## src/rtl/ifetch_line_buffer_if.sv

```systemverilog
// Fetch-side read port plus memory line-request/response channel of the
// instruction line buffer. The buffer is the slave; the fetch/memory side is the master.
interface ifetch_line_buffer_if #(
  parameter int ADDR_WIDTH = 64,
  parameter int DATA_WIDTH = 64
);
  logic [ADDR_WIDTH-1:0] S_R_ADDR;
  logic                  S_R_ADDR_VALID;
  logic [31:0]           S_R_DATA;
  logic                  S_R_DATA_VALID;
  logic                  invalidate;
  logic                  M_REQ_VALID;
  logic                  M_REQ_READY;
  logic [ADDR_WIDTH-1:0] M_REQ_ADDR;
  logic                  M_RESP_VALID;
  logic [DATA_WIDTH-1:0] M_RESP_DATA;

  modport master (
    output S_R_ADDR, S_R_ADDR_VALID, invalidate, M_REQ_READY, M_RESP_VALID, M_RESP_DATA,
    input  S_R_DATA, S_R_DATA_VALID, M_REQ_VALID, M_REQ_ADDR
  );

  modport slave (
    input  S_R_ADDR, S_R_ADDR_VALID, invalidate, M_REQ_READY, M_RESP_VALID, M_RESP_DATA,
    output S_R_DATA, S_R_DATA_VALID, M_REQ_VALID, M_REQ_ADDR
  );
endinterface

```

## src/rtl/ifetch_line_buffer.sv

```systemverilog
// Single-line instruction buffer: zero-latency hits from one cached line,
// misses refill the whole line as a burst of DATA_WIDTH-bit beats.
module ifetch_line_buffer #(
  parameter int ADDR_WIDTH  = 64,
  parameter int DATA_WIDTH  = 64,
  parameter int BUFFER_SIZE = 512
) (
  input  logic                 clk,
  input  logic                 reset,
  ifetch_line_buffer_if.slave  bus,
  output logic [31:0]          miss_count
);
  localparam int BEATS = BUFFER_SIZE / DATA_WIDTH;
  localparam int OFF   = $clog2(BUFFER_SIZE / 8);
  localparam int TAG_W = ADDR_WIDTH - OFF;
  localparam int BCW   = $clog2(BEATS);
  localparam int WORDS = BUFFER_SIZE / 32;

  typedef enum logic [1:0] {IDLE, REQ, FILL} state_t;

  state_t                 state;
  logic [BUFFER_SIZE-1:0] line_data;
  logic [TAG_W-1:0]       line_tag;
  logic [TAG_W-1:0]       req_tag;
  logic [TAG_W-1:0]       addr_tag;
  logic                   line_valid;
  logic                   drop_fill;
  logic [BCW-1:0]         beat_cnt;
  logic                   hit;
  logic [31:0]            rd_word;
  logic                   unused_addr_bits;

  assign addr_tag         = bus.S_R_ADDR[ADDR_WIDTH-1:OFF];
  assign unused_addr_bits = ^bus.S_R_ADDR[1:0];

  assign hit = (state == IDLE) && line_valid && bus.S_R_ADDR_VALID &&
               (addr_tag == line_tag) && !bus.invalidate;

  always_comb begin
    rd_word = '0;
    for (int unsigned w = 0; w < WORDS; w++)
      if (bus.S_R_ADDR[OFF-1:2] == (OFF-2)'(w))
        rd_word = line_data[w*32 +: 32];
  end

  assign bus.S_R_DATA_VALID = hit;
  assign bus.S_R_DATA       = hit ? rd_word : '0;

  // Line storage is deliberately not reset; line_valid guards it.
  always_ff @(posedge clk) begin
    if (!reset && state == FILL && bus.M_RESP_VALID)
      for (int unsigned b = 0; b < BEATS; b++)
        if (beat_cnt == BCW'(b))
          line_data[b*DATA_WIDTH +: DATA_WIDTH] <= bus.M_RESP_DATA;
  end

  always_ff @(posedge clk) begin
    if (reset) begin
      state           <= IDLE;
      line_valid      <= 1'b0;
      line_tag        <= '0;
      req_tag         <= '0;
      beat_cnt        <= '0;
      drop_fill       <= 1'b0;
      miss_count      <= '0;
      bus.M_REQ_VALID <= 1'b0;
      bus.M_REQ_ADDR  <= '0;
    end else begin
      case (state)
        IDLE: begin
          if (bus.invalidate) begin
            line_valid <= 1'b0;
          end else if (bus.S_R_ADDR_VALID && !hit) begin
            req_tag         <= addr_tag;
            beat_cnt        <= '0;
            bus.M_REQ_VALID <= 1'b1;
            bus.M_REQ_ADDR  <= {addr_tag, {OFF{1'b0}}};
            if (miss_count != '1)
              miss_count <= miss_count + 32'd1;
            state <= REQ;
          end
        end
        REQ: begin
          if (bus.invalidate) begin
            drop_fill  <= 1'b1;
            line_valid <= 1'b0;
          end
          if (bus.M_REQ_READY) begin
            bus.M_REQ_VALID <= 1'b0;
            state           <= FILL;
          end
        end
        FILL: begin
          if (bus.invalidate) begin
            drop_fill  <= 1'b1;
            line_valid <= 1'b0;
          end
          if (bus.M_RESP_VALID) begin
            beat_cnt <= beat_cnt + 1'b1;
            // An invalidate coinciding with the last beat still drops the line.
            if (beat_cnt == BCW'(BEATS-1)) begin
              line_tag   <= req_tag;
              line_valid <= !drop_fill && !bus.invalidate;
              drop_fill  <= 1'b0;
              state      <= IDLE;
            end
          end
        end
        default: state <= IDLE;
      endcase
    end
  end
endmodule
```

## src/flat_wrapper.sv

```systemverilog
// flat-port wrapper written by rule: the top's interface ports become plain ports
module ifetch_line_buffer_flat 
#(
  parameter int ADDR_WIDTH  = 64,
  parameter int DATA_WIDTH  = 64,
  parameter int BUFFER_SIZE = 512
)
  (clk, reset, miss_count, bus_S_R_ADDR, bus_S_R_ADDR_VALID, bus_invalidate, bus_M_REQ_READY, bus_M_RESP_VALID, bus_M_RESP_DATA, bus_S_R_DATA, bus_S_R_DATA_VALID, bus_M_REQ_VALID, bus_M_REQ_ADDR);
  ifetch_line_buffer_if #(.ADDR_WIDTH(ADDR_WIDTH), .DATA_WIDTH(DATA_WIDTH)) bus_i ();
  input  logic clk;
  input  logic reset;
  output logic [31:0] miss_count;
  input wire logic [$bits(bus_i.S_R_ADDR)-1:0] bus_S_R_ADDR;
  input wire logic [$bits(bus_i.S_R_ADDR_VALID)-1:0] bus_S_R_ADDR_VALID;
  input wire logic [$bits(bus_i.invalidate)-1:0] bus_invalidate;
  input wire logic [$bits(bus_i.M_REQ_READY)-1:0] bus_M_REQ_READY;
  input wire logic [$bits(bus_i.M_RESP_VALID)-1:0] bus_M_RESP_VALID;
  input wire logic [$bits(bus_i.M_RESP_DATA)-1:0] bus_M_RESP_DATA;
  output wire logic [$bits(bus_i.S_R_DATA)-1:0] bus_S_R_DATA;
  output wire logic [$bits(bus_i.S_R_DATA_VALID)-1:0] bus_S_R_DATA_VALID;
  output wire logic [$bits(bus_i.M_REQ_VALID)-1:0] bus_M_REQ_VALID;
  output wire logic [$bits(bus_i.M_REQ_ADDR)-1:0] bus_M_REQ_ADDR;
  assign bus_i.S_R_ADDR = bus_S_R_ADDR;
  assign bus_i.S_R_ADDR_VALID = bus_S_R_ADDR_VALID;
  assign bus_i.invalidate = bus_invalidate;
  assign bus_i.M_REQ_READY = bus_M_REQ_READY;
  assign bus_i.M_RESP_VALID = bus_M_RESP_VALID;
  assign bus_i.M_RESP_DATA = bus_M_RESP_DATA;
  assign bus_S_R_DATA = bus_i.S_R_DATA;
  assign bus_S_R_DATA_VALID = bus_i.S_R_DATA_VALID;
  assign bus_M_REQ_VALID = bus_i.M_REQ_VALID;
  assign bus_M_REQ_ADDR = bus_i.M_REQ_ADDR;
  ifetch_line_buffer #(.ADDR_WIDTH(ADDR_WIDTH), .DATA_WIDTH(DATA_WIDTH), .BUFFER_SIZE(BUFFER_SIZE)) u_core (.clk(clk), .reset(reset), .bus(bus_i), .miss_count(miss_count));
endmodule
```

## config.mk

```make
export PLATFORM = sky130hd
export DESIGN_NAME = ifetch_line_buffer_flat
export DESIGN_NICKNAME = d
export VERILOG_FILES = /design/src/rtl/ifetch_line_buffer_if.sv /design/src/rtl/ifetch_line_buffer.sv /design/src/flat_wrapper.sv
export SDC_FILE = /design/constraint.sdc
export NUM_CORES = 1
export LEC_CHECK = 0
export ABC_AREA = 1
export CAP_MARGIN = 20
export CELL_PAD_IN_SITES_DETAIL_PLACEMENT = 2
export CELL_PAD_IN_SITES_GLOBAL_PLACEMENT = 2
export CORE_MARGIN = 10
export CORE_UTILIZATION = 40
export CTS_CLUSTER_DIAMETER = 120
export DETAILED_ROUTE_END_ITERATION = 8
export HOLD_SLACK_MARGIN = 0.08
export PLACE_DENSITY_LB_ADDON = 0.1
export SLEW_MARGIN = 0
export SYNTH_ARGS = -nofsm -noshare
export SYNTH_HDL_FRONTEND = slang
export SYNTH_SLANG_ARGS = --single-unit
```

## constraint.sdc

```tcl
create_clock -name clk -period 17.6 [get_ports clk]
set_input_delay 2.64 -clock clk [delete_from_list [all_inputs] [get_ports clk]]
set_output_delay 2.64 -clock clk [all_outputs]
set_load 0.01 [all_outputs]
```

==> flow_summary.yaml, run 1 <==
cts:
  htreeDepth: 3
  cts_root_buf: "clkbuf_16"
  hold_buffers: 0
  insertion_delay_ns: 0.62
  clkSinkCount: 668
  cts_tree: "built"
  clock_path_buffers: 3
  cts_buffers: 74
  cts_setup_buffers: 0
  ctsResizeCount: 0
  cts.clk_slew.worst_paths_ns: 0.06
power:
  power.leakage_nw: 12.0
  powerDensity_nw_per_um2: 110
  ir_worst_vdd_mv: 0.0623
synth:
  synth_top_family_by_area: "simple AND/OR/NAND/NOR gates"
  yosys-top-cells-area: "edfxtp_1, dfxtp_1, nand2_1"
  syn_area_um2: 27600
  ys_seq_area_share_pct: 67.1
  synth_top_cell_area_share_pct: 55.8
  synth_xor_area_share_pct: 2.51
  yosys_warnings: 0
  synth_seq_cells: 668
  netlist_instances: 2620
  avgSynthCellArea_um2: 10.5
  yosysUniqueCellTypes: 36
  synthSimpleGateAreaFrac_pct: 18.7
  synth_compound_area_share_pct: 5.72
  muxShareOfSynthArea_pct: 0
  yosysTopAreaCell: "edfxtp_1"
  synth_fa_ha_area_share_pct: 0.499
timing:
  fin_crit_sh_pct: 52.4
  period_minus_slack_ns: 9.22
  setup_slack_ns: 8.38
  slew_violations: 0
  finalSetupTns_ns: 0
  setup_viol: 0
  slew_headroom_pct: 24.2
  rsz0062_at_grt: "no"
  finClkSkew_ns: 0.0185
  hold_ws_ns: 0.474
  hold_viol: 0
  fmax_ghz: 0.109
  tightest_slew_ns: 1.14
floorplan:
  die_x_um: 283
  die_h_um: 283
  fp.dieArea_um2: 79800
  io_pins: 264
  initial_core_util_pct: 40.3
  coreArea_um2: 68500
  num_rows: 96
global_routing:
  antenna_found_initial: 15
  grt_pass1_vias: 23500
  grt_max_degree: 127
  grt_usage_pct: 24.1
  overflow: 0
  grt_pass1_wl_mm: 145
critical_path:
  crit_path_start_kind: "input pin"
  worst_setup_path_end_kind: "output pin"
  worstPathMaxFanout: 35
  critPathKind: "input pin to output pin"
  arrival_ns: 6.58
  required_ns: 14.96
layout:
  stdcell_count: 3813
  syn2layout_area_growth_pct: 21.3
  fin_util_pct: 48.9
  drive_above_1_share_pct: 6.63
  multi_input_area_um2: 7680
  fillers: 6932
  area.sequential_um2: 18500
  final_nets: 3021
route:
  finalWirelength_mm: 96.5
  via_per_inst: 5.40
  vias: 20600
  avgRoutedWirePerCell_um: 25.3
  drcViolationCount: 0
  dr.pass1.iters: 5
  first_iter_violations: 1204
  detail-route-antenna-nets: 0
min_path:
  hp-class: "flip-flop to flip-flop"
placed_design:
  place.port_buffers: 255
  globalplace.congestion: 0.796
  dpl.hpwl_mm: 58.9
  placed_cells: 3677
  pre_cts_slack_ns: 8.48
run:
  drv_cap: 0
status:
  outcome: "finished, final reports clean"
==> layer usage <==
metal / vias up / share of wire [%] / track usage (%)
li1: 9346 / - / -
met1: 10500 / 39 / 27.3
met2: 525 / 52 / 43.7
met3: 186 / 5.6 / 5.56
met4: 18 / 3.1 / 8.35
met5: - / 0.095 / 0
==> state kept, by name, summed over array words and instances, names as in the netlist <==
| signal | count |
|---|---|
| u_core.bus.M_REQ_VALID | 1 |
| u_core.beat_cnt | 3 |
| u_core.line_tag | 58 |
| u_core.miss_count | 32 |
| u_core.drop_fill | 1 |
| u_core.state | 2 |
| u_core.req_tag | 58 |
| u_core.line_data | 512 |
| u_core.line_valid | 1 |
==> logic make-up after synthesis <==
logic type	count (synthesis)
AO/OA/AOI/OAI	314
XOR/XNOR	79
adder cells (fa/ha/maj)	11
buffers and inverters	357
flip-flops	668
other	1
AND/OR/NAND/NOR	1190
==> placed cells by master, fill, tap and decap left out, types with 41 or more instances in the layout <==
| cell | count |
|---|---|
| nand4_1 | 131 |
| clkdlybuf4s50_1 | 255 |
| dfxtp_1 | 156 |
| inv_1 | 228 |
| xor2_1 | 41 |
| nand3_1 | 90 |
| nand2_1 | 595 |
| edfxtp_1 | 512 |
| o21ai_0 | 149 |
| a21oi_1 | 162 |
| nor2_1 | 264 |
| clkbuf_16 | 76 |
==> cell type report <==
class | instances | area share [%]
antenna | 5 | 0.0374
clock buffer | 94 | 6.10
clock inverter | 32 | 0.860
inverter | 238 | 2.67
multi-input combinational | 1600 | 23.0
sequential | 668 | 55.3
tap | 882 | 3.30
timing repair buffer | 294 | 8.80
==> synth_stat cells <==
master	number
nor3_2	1
nand3b_1	6
nor2_4	4
nand4_1	131
or2_0	19
buf_4	19
edfxtp_1	512
conb_1	1
xnor2_1	38
a21oi_1	163
buf_6	7
or2_2	18
o21a_1	1
nor2b_1	3
nand3_1	90
nor2_1	273
xor2_1	41
ha_1	11
buf_1	3
inv_2	5
nand2_1	595
nand2_4	1
buf_2	28
nor3b_1	1
dfxtp_1	156
clkbuf_1	62
nand3_2	2
o21ai_0	149
nor2_2	3
clkinv_1	4
inv_1	229
and3_1	1
a221oi_1	1
nor4_1	6
nor3_1	30
or2_1	6
==> per-stage QoR <==
stage / instance area, µm² / power (mW)
floorplan: 27600 / 2.00
global placement: 31000 / 2.17
detailed placement: 31000 / 2.19
CTS: 33300 / 3.73
global route: 33500 / 3.84
finish: 33500 / 3.70
==> critical path: stages <==
cell,delay (ns)
clkdlybuf4s50_1,0.57
nor2_4,0.15
buf_4,0.55
nand2_1,0.63
inv_1,0.19
buf_4,0.45
nand2_1,0.13
nand4_1,0.13
nor2_1,0.06
nand4_1,0.10
nor2_1,0.08
nor2_1,0.26
clkdlybuf4s50_1,0.61
==> worst paths after layout <==
check / startpoint / end / slack, ns / cells after the start
max: bus_S_R_ADDR[2] / bus_S_R_DATA[1] / 8.38 / 13
min: u_core.req_tag[19]$_SDFFE_PP0P_ / u_core.line_tag[19]$_SDFFE_PP0P_ / 0.47 / 2
max reg2reg: u_core.state[1]$_SDFFE_PP0P_ / u_core.miss_count[3]$_SDFFE_PP0P_ / 14.21 / 14
min reg2reg: u_core.req_tag[19]$_SDFFE_PP0P_ / u_core.line_tag[19]$_SDFFE_PP0P_ / 0.47 / 2
==> power breakdown <==
| part | switching, mW | total, mW | internal, mW | leakage (nW) |
|---|---|---|---|---|
| Clock | 0.642 | 1.53 | 0.888 | 1.15 |
| Combinational | 0.251 | 0.387 | 0.136 | 5.01 |
| Sequential | 0.0306 | 1.78 | 1.75 | 5.87 |
No activity file was read; power rests on OpenSTA's default activity.
==> run 2: changes to the inputs <==
--- a/config.mk
+++ b/config.mk
@@ -10,7 +10,7 @@
 export CELL_PAD_IN_SITES_DETAIL_PLACEMENT = 2
 export CELL_PAD_IN_SITES_GLOBAL_PLACEMENT = 2
 export CORE_MARGIN = 10
-export CORE_UTILIZATION = 40
+export CORE_UTILIZATION = 34
 export CTS_CLUSTER_DIAMETER = 120
 export DETAILED_ROUTE_END_ITERATION = 8
 export HOLD_SLACK_MARGIN = 0.08
==> constraint.sdc (replaced) <==
create_clock -name clk -period 8.3 [get_ports clk]
set_input_delay 1.245 -clock clk [delete_from_list [all_inputs] [get_ports clk]]
set_output_delay 1.245 -clock clk [all_outputs]
set_load 0.01 [all_outputs]
==> run 2 against run 1 <==
Net effect:
- clock-buffer cell count is 10 higher
- first-iteration DRC count down 19%
- combinational power rose by 110%
- largest power group unchanged
==> flow_summary.yaml, run 2 (synthesis gave the netlist of run 1 again) <==
placed_design:
  dpl.hpwl_mm: 59.8
  globalplace.congestion: 0.800
  place.port_buffers: 255
floorplan:
  initial_core_util_pct: 34.3
  die_x_um: 305
  coreArea_um2: 80400
  die_h_um: 305
  io_pins: 264
  num_rows: 104
  fp.dieArea_um2: 92900
route:
  via_per_inst: 5.07
  vias: 20300
  drcViolationCount: 0
  detail-route-antenna-nets: 0
  finalWirelength_mm: 93.5
  first_iter_violations: 978
  dr.pass1.iters: 5
  avgRoutedWirePerCell_um: 23.4
layout:
  final_nets: 3024
  most-common-layout-cells: "nand2_1, edfxtp_1, nor2_1"
  largest_reg_flops: 512
  syn2layout_area_growth_pct: 22.4
  fillers: 8413
  drive_above_1_share_pct: 6.61
  layout_commonest_cell: "nand2_1"
  reg_top3: "u_core.line_data (512), u_core.line_tag (58), u_core.req_tag (58)"
  regMostFlops: "u_core.line_data"
timing:
  slew_violations: 0
  finalSetupTns_ns: 0
  finClkSkew_ns: 0.0140
  fin_crit_sh_pct: 74.1
  fmax_ghz: 0.163
  slew_headroom_pct: 23.7
  tightest_slew_ns: 1.14
  hold_ws_ns: 0.469
  period_minus_slack_ns: 6.15
  rsz0062_at_grt: "no"
  hold_viol: 0
  setup_viol: 0
critical_path:
  cp_slowest_cell: "clkdlybuf4s50_1"
  r2r-start: "u_core.state[0]$_SDFFE_PP0P_"
  critPathKind: "input pin to output pin"
  cp-startpoint: "bus_S_R_ADDR[2]"
  required_ns: 7.05
  cpMostUsedCell: "nand2_1"
  cp_cell_sequence: "clkdlybuf4s50_1, nand2_1, inv_1, nand2_1, inv_1, buf_4, nand2_1, nand4_1, nor2_1, nand4_1, nor2_1, nand3_1, nand2_1, inv_1, clkdlybuf4s50_1"
  crit_path_start_kind: "input pin"
  max_stage_delay_ns: 0.71
  worst_setup_path_end_kind: "output pin"
  worstPathMaxFanout: 17
  arrival_ns: 4.90
power:
  internal-power_mw: 5.94
  power.leakage_nw: 12.0
  clkPwrFrac_pct: 42.0
  switching_share_pct: 24.7
  combinationalPowerShare_pct: 10.2
  p_switching_mw: 1.95
  powerDensity_nw_per_um2: 234
  p_seq_share_pct: 47.8
  ir_worst_vdd_mv: 0.132
cts:
  htreeDepth: 3
  insertion_delay_ns: 0.61
  cts_buffers: 78
  cts.clk_slew.worst_paths_ns: 0.06
  ctsResizeCount: 0
  cts_root_buf: "clkbuf_16"
  hold_buffers: 0
  clock_path_buffers: 3
  cts_setup_buffers: 0
  clkSinkCount: 668
  cts_tree: "built"
min_path:
  hold_start: "u_core.req_tag[24]$_SDFFE_PP0P_"
  hp-class: "flip-flop to flip-flop"
global_routing:
  grt_max_degree: 117
  grt_pass1_wl_mm: 141
  antenna_found_initial: 14
  grt_usage_pct: 19.6
  grt_pass1_vias: 22700
  overflow: 0
status:
  outcome: "finished, final reports clean"
run:
  drv_cap: 0
==> run 2: cell types whose count changed in the layout (fill, tap and decap cells not counted), sizes merged <==
cell / previous run / this run
clkinv: 28 / 26
clkbuf: 94 / 104
diode: 5 / 3
bufinv: 5 / 4
buf: 39 / 38
clkinvlp: 0 / 5
==> run 2: per-layer routing <==
layer | up-vias | track usage, % | part of all wire (%)
met5 | - | 0 | 0.10
met4 | 18 | 5.30 | 1.9
met3 | 125 | 4.09 | 4.6
met2 | 332 | 35.7 | 52
met1 | 10400 | 23.0 | 42
li1 | 9382 | - | -
==> run 2: area by class of cell <==
| cell class | instances | area (µm²) | share of cell area (%) |
|---|---|---|---|
| Sequential cell | 668 | 18500 | 54.8 |
| Multi-Input combinational cell | 1600 | 7690 | 22.8 |
| Timing Repair Buffer | 293 | 2890 | 8.56 |
| Clock buffer | 104 | 2150 | 6.38 |
| Tap cell | 1060 | 1330 | 3.93 |
| Inverter | 238 | 895 | 2.65 |
| Clock inverter | 34 | 288 | 0.853 |
| Antenna cell | 3 | 7.51 | 0.0222 |
==> run 2: worst max-delay path, delay by kind of cell <==
| kind | cells | cell delay, ns |
|---|---|---|
| AND/OR/NAND/NOR | 9 | 0.94 |
| buffers and inverters | 6 | 2.68 |
==> run 2: final timing paths <==
check | endpoint | slack, ns | cells after the start
max reg2reg | u_core.miss_count[3]$_SDFFE_PP0P_ | 4.89 | 14
min reg2reg | u_core.req_tag[24]$_SDFFE_PP0P_ | 0.47 | 2
min | u_core.req_tag[24]$_SDFFE_PP0P_ | 0.47 | 2
max | bus_S_R_DATA[3] | 2.15 | 15
==> run 2: metrics by stage <==
step / instances / power (mW) / instance area (µm²) / worst slack [ns] / utilization (%)
final: 4000 / 7.89 / 33800 / 2.15 / 42.0
after global routing: 4000 / 8.23 / 33800 / 1.89 / 42.0
after CTS: 3995 / 8.00 / 33700 / 2.08 / 41.9
after detailed placement: 3857 / 4.65 / 31300 / 2.13 / 38.9
after global placement: 3856 / 4.61 / 31200 / 2.13 / 38.8
after floorplan: 2625 / 4.25 / 27600 / 1.52 / -
==> run 2: power groups by stage <==
stage / sequential, mW / combinational [mW] / clock [mW]
floorplan: 3.85 / 0.392 / 0
global placement: 3.83 / 0.776 / 0
detailed placement: 3.84 / 0.807 / 0
CTS: 3.77 / 0.816 / 3.41
global route: 3.78 / 0.900 / 3.55
finish: 3.77 / 0.802 / 3.32
